==> src/rtl/decoder_38_pkg.sv <==
// Shared constants, line-vector type and the code-to-one-hot helper for decoder_38.
package decoder_38_pkg;

    localparam int CODE_W     = 3;
    localparam int LINES      = 8;
    localparam int FIFO_DEPTH = 2;

    typedef logic [LINES-1:0] line_vec_t;

    // One-hot expansion of a line code; a disabled decode yields all zeros.
    function automatic line_vec_t decode_line(input logic [CODE_W-1:0] code,
                                              input logic              en);
        line_vec_t word;
        word = '0;
        if (en) begin
            word = line_vec_t'(1) << code;
        end
        return word;
    endfunction

endpackage

==> src/rtl/decoder_38_fifo2.sv <==
// Two-entry line-vector FIFO: pointer-based storage with an occupancy count.
// Storage is not reset; only pointers and count are, so head is meaningful
// only while empty is low.
module decoder_38_fifo2
    import decoder_38_pkg::*;
(
    input  logic      clk,
    input  logic      rst,
    input  logic      push,
    input  logic      pop,
    input  line_vec_t din,
    output logic      full,
    output logic      empty,
    output line_vec_t head
);

    localparam logic [1:0] DEPTH = 2'(FIFO_DEPTH);

    line_vec_t  mem [FIFO_DEPTH];
    logic       wr_ptr;
    logic       rd_ptr;
    logic [1:0] count;

    assign full  = (count == DEPTH);
    assign empty = (count == 2'd0);
    assign head  = mem[rd_ptr];

    // Pointer and occupancy bookkeeping; callers never push when full or pop when empty.
    always_ff @(posedge clk) begin
        if (rst) begin
            wr_ptr <= 1'b0;
            rd_ptr <= 1'b0;
            count  <= 2'd0;
        end else begin
            if (push) begin
                wr_ptr <= ~wr_ptr;
            end
            if (pop) begin
                rd_ptr <= ~rd_ptr;
            end
            case ({push, pop})
                2'b10:   count <= count + 2'd1;
                2'b01:   count <= count - 2'd1;
                default: count <= count;
            endcase
        end
    end

    // Word storage, written only on an accepted push.
    always_ff @(posedge clk) begin
        if (push) begin
            mem[wr_ptr] <= din;
        end
    end

endmodule

==> src/rtl/decoder_38.sv <==
// Registered 3-to-8 line decoder with valid/ready on both sides and a
// 2-entry output buffer. Optional per-line saturating hit counters are
// built when DECODER_38_HIST_EN is defined; otherwise hist_cnt reads 0.
module decoder_38
    import decoder_38_pkg::*;
#(
    parameter int CNT_W = 8
) (
    input  logic              clk,
    input  logic              rst,
    input  logic              in_valid,
    output logic              in_ready,
    input  logic [CODE_W-1:0] in_code,
    input  logic              in_en,
    output logic              out_valid,
    input  logic              out_ready,
    output line_vec_t         out_onehot,
    input  logic [CODE_W-1:0] hist_sel,
    input  logic              hist_clr,
    output logic [CNT_W-1:0]  hist_cnt
);

    logic      accept;
    logic      pop;
    logic      full;
    logic      empty;
    line_vec_t head;
    line_vec_t word;

    // Readiness depends only on buffer state and reset, never on out_ready,
    // so a full buffer refuses a push even when it is being drained.
    assign in_ready  = ~full & ~rst;
    assign accept    = in_valid & in_ready;
    assign out_valid = ~empty;
    assign pop       = out_valid & out_ready;
    assign word      = decode_line(in_code, in_en);
    assign out_onehot = empty ? '0 : head;

    decoder_38_fifo2 u_fifo (
        .clk   (clk),
        .rst   (rst),
        .push  (accept),
        .pop   (pop),
        .din   (word),
        .full  (full),
        .empty (empty),
        .head  (head)
    );

`ifdef DECODER_38_HIST_EN
    logic [CNT_W-1:0] hits [LINES];

    // Per-line saturating hit counters; clear overrides a simultaneous increment.
    always_ff @(posedge clk) begin
        if (rst || hist_clr) begin
            for (int k = 0; k < LINES; k++) begin
                hits[k] <= '0;
            end
        end else if (accept && in_en) begin
            if (hits[in_code] != '1) begin
                hits[in_code] <= hits[in_code] + 1'b1;
            end
        end
    end

    assign hist_cnt = hits[hist_sel];
`else
    logic unused_hist;

    assign unused_hist = ^{hist_sel, hist_clr};
    assign hist_cnt    = '0;
`endif

endmodule

==> config.mk <==
export PLATFORM = sky130hd
export DESIGN_NAME = decoder_38
export DESIGN_NICKNAME = d
export VERILOG_FILES = /design/src/rtl/decoder_38_pkg.sv /design/src/rtl/decoder_38_fifo2.sv /design/src/rtl/decoder_38.sv
export SDC_FILE = /design/constraint.sdc
export NUM_CORES = 1
export LEC_CHECK = 0
export ABC_AREA = 1
export BUFFER_PORTS_ARGS = -buffer_cell sky130_fd_sc_hd__buf_2
export CORE_AREA = 3 3 56 58
export CTS_CLUSTER_SIZE = 25
export DETAILED_ROUTE_END_ITERATION = 6
export DIE_AREA = 0 0 59 61
export PLACE_DENSITY = 0.62
export SYNTH_ARGS = -nofsm -noshare
export SYNTH_HDL_FRONTEND = slang
export SYNTH_SLANG_ARGS = --single-unit
==> constraint.sdc <==
create_clock -name clk -period 1.7 [get_ports clk]
set_input_delay 0.34 -clock clk [delete_from_list [all_inputs] [get_ports clk]]
set_output_delay 0.34 -clock clk [all_outputs]
set_load 0.05 [all_outputs]
==> results of run 1 <==
-- layout by cell type, fill, tap and decap left out, types with 3 or more instances in the layout --
master / n
a21oi_2: 8
dfxtp_2: 3
nand2_1: 30
inv_1: 11
buf_2: 10
edfxtp_1: 16
nor2_1: 17
clkbuf_4: 9
conb_1: 8
-- what timing repair did --
action / 4_1_cts / 5_1_grt
endpoints found under the setup margin: 9 / 6
hold buffers: 0 / 0
gates resized for setup: 5 / 6
buffers inserted: 1 / 0
-- cell families after synthesis --
logic type	count (synthesis)
adder cells (fa/ha/maj)	1
other	1
buffers and inverters	22
AO/OA/AOI/OAI	11
flip-flops	21
AND/OR/NAND/NOR	53
-- per-stage QoR --
stage          worst slack (ps)  utilization [%]  instance area, µm²  cells  power [mW]
5_1_grt                   -14.9             43.7                1180    161        1.42
2_1_floorplan              95.3                -                1050    116        1.00
3_5_place_dp                142             41.2                1120    156        1.08
6_report                   82.8             43.7                1180    161        1.35
4_1_cts                    37.9             43.1                1170    161        1.35
3_3_place_gp                193             41.2                1120    156        1.07
-- layout make-up --
cell class                 instances  area share (%)
tap                               31            3.28
clock buffer                       4            2.22
inverter                          13            4.12
timing repair buffer              19            11.0
multi-input combinational         73            30.0
sequential                        21            49.4
-- where the power goes --
group / internal [mW] / total [mW] / switching [mW] / leakage [nW]
combinational: 0.141 / 0.493 / 0.351 / 0.311
sequential: 0.588 / 0.622 / 0.0346 / 0.196
clock: 0.0912 / 0.233 / 0.142 / 0.0150
total: 0.820 / 1.35 / 0.528 / 0.523
-- metal layers --
layer / GRT usage [%] / up-vias / part of all wire (%)
met3: 1.91 / 4 / 5.4
met2: 21.0 / 20 / 52
li1: - / 373 / -
met5: 0 / - / 0
met1: 10.9 / 323 / 40
met4: 6.80 / 0 / 1.9
-- worst max-delay path by stage --
stage	slack, ps	to	start	cells past startpoint
finish	80	out_onehot[5]	register	4
global route	-10	out_onehot[7]	register	4
CTS	40	out_onehot[4]	register	4
detailed placement	140	u_fifo.count[1]$_SDFFE_PP0P_	u_fifo.count[0]$_SDFFE_PP0P_	8
global placement	190	u_fifo.count[1]$_SDFFE_PP0P_	u_fifo.count[0]$_SDFFE_PP0P_	8
floorplan	100	in_ready	u_fifo.count[0]$_SDFFE_PP0P_	2
-- registers in the layout (all words and copies together), names as in the netlist, named ones only --
register and cells:
u_fifo.mem 16, u_fifo.wr_ptr 1, u_fifo.rd_ptr 1, u_fifo.count 2
-- critical path: cells and delay by family, from the launching register on --
family / cells / cell delay [ps]
and+or+nand+nor: 1 / 80
AOI/OAI and AO/OA: 1 / 100
DFF: 1 / 390
buffers and inverters: 2 / 400
==> run metrics, run 1 <==
Startpoint Class=register; Synth Area in Compound Gates=5.54%; total number of vias=720; Synth Flop Type=edfxtp_1; path depth of the worst reg2reg path=9; Inserted Diodes=0; simple-gate share of the synthesized area=22.9%; P per Cell Area=1140 nW/µm²; worst hold start=rst; H-tree depth=1; top cells by count, synth=nand2_1, nor2_1, edfxtp_1; #FFs+latches synth=21; most frequent cell after synthesis=nand2_1; CTS root buffer=clkbuf_4; Synth top area share=48.4%; Synth area leaders=edfxtp_1, nand2_1, dfxtp_1; Worst Path Max Fanout=9; R2R Path End=u_fifo.count[1]$_SDFFE_PP0P_; initial antenna violation count=0; endpoints failing hold=0; Netlist Area Pre-Place=993 µm²; multiplexer share of the synthesized area=0%; WL/cell=10.6 µm; fmax=0.618 GHz; max cap viols=0; CTS buffer count=3; DRT iter0 DRCs=20; asr flop ratio synth=0%; WHS Endpoint=u_fifo.count[1]$_SDFFE_PP0P_; die height=61 µm; Distinct cells, synth=16; worst-skew pair later-pin latency=290 ps; NumNets Final=144; Crit path required time=1360 ps; WL final=1710 µm; clk slew on worst S/H paths=110 ps; Setup CP Type=reg2out; Total GRT Usage=11.0%; grt ovf=0; XOR/XNOR Fraction of Synth Area=0%; initial core utilization=36.7%; layout cells sized above 1=30.0%; leakage=0.523 nW; TritonCTS clock tree=done; CP peak stage delay=390 ps; die area=3600 µm²; Bufs on Longest Clock Path=2; EDFF count, synth=16; # rows=19; dpl hpwl=1320 µm; antenna-violating nets left=0; Max Clock Skew=4.71 ps; hold depth=4; drt drc=0; minimum clock period=1620 ps; largest family of logic cells by synthesized area=simple AND/OR/NAND/NOR gates; largest net degree at the start of global routing=12; setup tns final=0 ps; Slew Viols, Final=0; area of the multi-input gates=355 µm²; reg-to-reg slack, setup=290 ps; Final Cycle Share=95.1%; Adder-Cell Fraction of Synth Area=1.26%; outcome=complete, no violations; Hold Crit Class=in2reg; Reg area=584 µm²; synthesis warning total=0; Pre-antenna DRT Iters=4; Core Footprint=2710 µm²; io pins=30; IO Port Bufs=17; WP data arrival=1280 ps; clk sinks=21; P&R area growth vs syn=19.1%; area leader, netlist=edfxtp_1; post-synthesis cell count=109; syn_area_per_cell=9.11 µm²; final setup violating endpoints=0; Avg Vias per Cell=4.47; first-pass GRT wire length=2870 µm; vias in the first global route=714; slowest CP cell=dfxtp_2; worst r2r src=u_fifo.count[0]$_SDFFE_PP0P_; cell breakdown of the critical path=inv_2, nand2_1, a21oi_2, buf_2; Die Span X=59 µm; Seq/Total Area, Yosys=58.4%; placer's final routability congestion estimate=0.800; fill count=277; worst hold slack=361 ps; Peak VDD IR=604 µV; CP Capture Type=output port
No activity file was read; power rests on OpenSTA's default activity.
==> run 2, diff against run 1 <==
--- a/config.mk
+++ b/config.mk
@@ -11,6 +11,7 @@
 export CTS_CLUSTER_SIZE = 25
 export DETAILED_ROUTE_END_ITERATION = 6
 export DIE_AREA = 0 0 59 61
+export GPL_TIMING_DRIVEN = 0
 export PLACE_DENSITY = 0.62
 export SYNTH_ARGS = -nofsm -noshare
 export SYNTH_HDL_FRONTEND = slang
==> run metrics, run 2 (same netlist as run 1, synthesis figures left out) <==
slowest CP cell=dfxtp_1; vias in the first global route=721 (+0.98%); CP peak stage delay=470 ps (+80 ps); CTS buffer count=3 (unchanged); Max Clock Skew=0.624 ps (-4.09 ps); placer's final routability congestion estimate=0.804 (+0.50%); Regs by FF count=u_fifo.mem: 16 flops, u_fifo.count: 2 flops; Inserted Diodes=0 (unchanged); initial antenna violation count=0 (unchanged); Avg Vias per Cell=4.30 (-3.9%); Die Span X=59 µm (unchanged); grt ovf=0 (unchanged); WP data arrival=1290 ps (about the same); CP Capture Type=output port; Startpoint Class=register; H-tree depth=1 (unchanged); die height=61 µm (unchanged); Core Footprint=2710 µm² (unchanged); area of the multi-input gates=358 µm² (+0.70%); Critical Path Start=u_fifo.count[1]$_SDFFE_PP0P_; endpoints failing hold=0 (unchanged); P per Cell Area=1100 nW/µm² (-3.6%); worst path bufs/invs=2 (unchanged); Slew Viols, Final=0 (unchanged); Final Core Density=46.0% (+2.3 points); Layout Cells excl Fill=168 (+4.3%); placed cell count=164 (+5.1%); most frequent cells in the layout=nand2_1, nor2_1, edfxtp_1; IO Port Bufs=17 (unchanged); total number of vias=722 (+0.28%); Hold Buf Count CTS=0 (unchanged); setup tns final=0 ps (unchanged); NumNets Final=151 (+4.9%); layout cells sized above 1=33.6% (+3.6 points); DRT iter0 DRCs=22 (+10%); worst hold start=rst; outcome=complete, no violations; dpl hpwl=1300 µm (-1.2%); P&R area growth vs syn=25.4%; TritonCTS clock tree=done; max cap viols=0 (unchanged); die area=3600 µm² (unchanged); Reg with most FFs=u_fifo.mem; Setup CP Type=reg2out; minimum clock period=1630 ps (+9.38 ps); clk sinks=21 (unchanged); cell breakdown of the critical path=nor2_4, buf_12, a21oi_2, buf_4; WL final=1700 µm (-0.18%); leakage=0.565 nW (+8.1%); worst-skew pair later-pin latency=290 ps (about the same); clk slew on worst S/H paths=110 ps (about the same); final setup violating endpoints=0 (unchanged); Total GRT Usage=10.8% (-0.18 points); Peak VDD IR=571 µV (-5.4%); Worst Path Max Fanout=10 (+1); unrepaired setup endpoints after global routing=no; Hold Crit Class=in2reg; Final Cycle Share=95.7% (+0.55 points); largest net degree at the start of global routing=12 (unchanged); max FFs per register=16 (unchanged); # rows=19 (unchanged); Crit path required time=1360 ps (about the same); commonest non-fill, non-tap cell in the layout=nand2_1; fill count=271 (-2.2%); initial core utilization=36.7% (unchanged); worst r2r src=u_fifo.count[1]$_SDFFE_PP0P_; Top Family by Delay on Critical Path=flip-flops; Pre-antenna DRT Iters=4 (unchanged); first-pass GRT wire length=2880 µm (+0.49%); antenna-violating nets left=0 (unchanged); fmax=0.615 GHz (-0.58%); Bufs on Longest Clock Path=2 (unchanged); CTS root buffer=clkbuf_4; WL/cell=10.1 µm (-4.3%); drt drc=0 (unchanged); io pins=30 (unchanged); Reg area=583 µm² (-0.21%)
==> run 2: worst reg2reg max path: cells and delay by family (launching register included) <==
kind	cells	cell delay, ps
adders and majority gates	1	230
buffers and inverters	2	250
DFF	1	470
and+or+nand+nor	6	440
==> run 2: repair_timing <==
item / CTS / global route
setup endpoints to repair: 9 / 18
pin swaps: 1 / 1
resized for setup: 9 / 5
buffers inserted: 0 / 1
==> run 2: cell type report <==
| type | count | area share (%) |
|---|---|---|
| multi-input combinational | 73 | 28.7 |
| tap | 31 | 3.11 |
| sequential | 21 | 46.8 |
| inverter | 13 | 4.12 |
| timing repair buffer | 18 | 10.3 |
| clock buffer | 4 | 2.11 |
| buffer | 8 | 4.82 |
==> run 2: report_power, final <==
part           internal (mW)  leakage (nW)  total [mW]  switching (mW)
Clock                 0.0911        0.0150       0.228           0.137
Sequential             0.587         0.196       0.623          0.0357
Combinational          0.160         0.354       0.517           0.357
==> run 2: path summary, 6_finish.rpt <==
check        slack, ps                      endpoint  cells past startpoint
min                380  u_fifo.count[1]$_SDFFE_PP0P_                      4
max reg2reg        250  u_fifo.count[1]$_SDFFE_PP0P_                      9
max                 70                 out_onehot[0]                      4
min reg2reg        520    u_fifo.rd_ptr$_SDFFE_PP0P_                      2
==> run 2: per-layer routing <==
metal	track usage [%]	wire length [µm]
met1	11.9	754
met2	19.7	847
met3	1.91	88
met4	5.50	13
met5	0	0
==> run 2: metrics by stage <==
stage / power, mW / setup slack, ps / area (µm²) / hold slack (ps)
floorplan: 1.00 / 95.3 / 1050 / 467
global placement: 1.09 / 31.0 / 1170 / 483
detailed placement: 1.09 / 31.1 / 1170 / 494
CTS: 1.33 / 10.3 / 1220 / 381
global route: 1.44 / 18.4 / 1250 / 417
finish: 1.37 / 73.4 / 1250 / 377
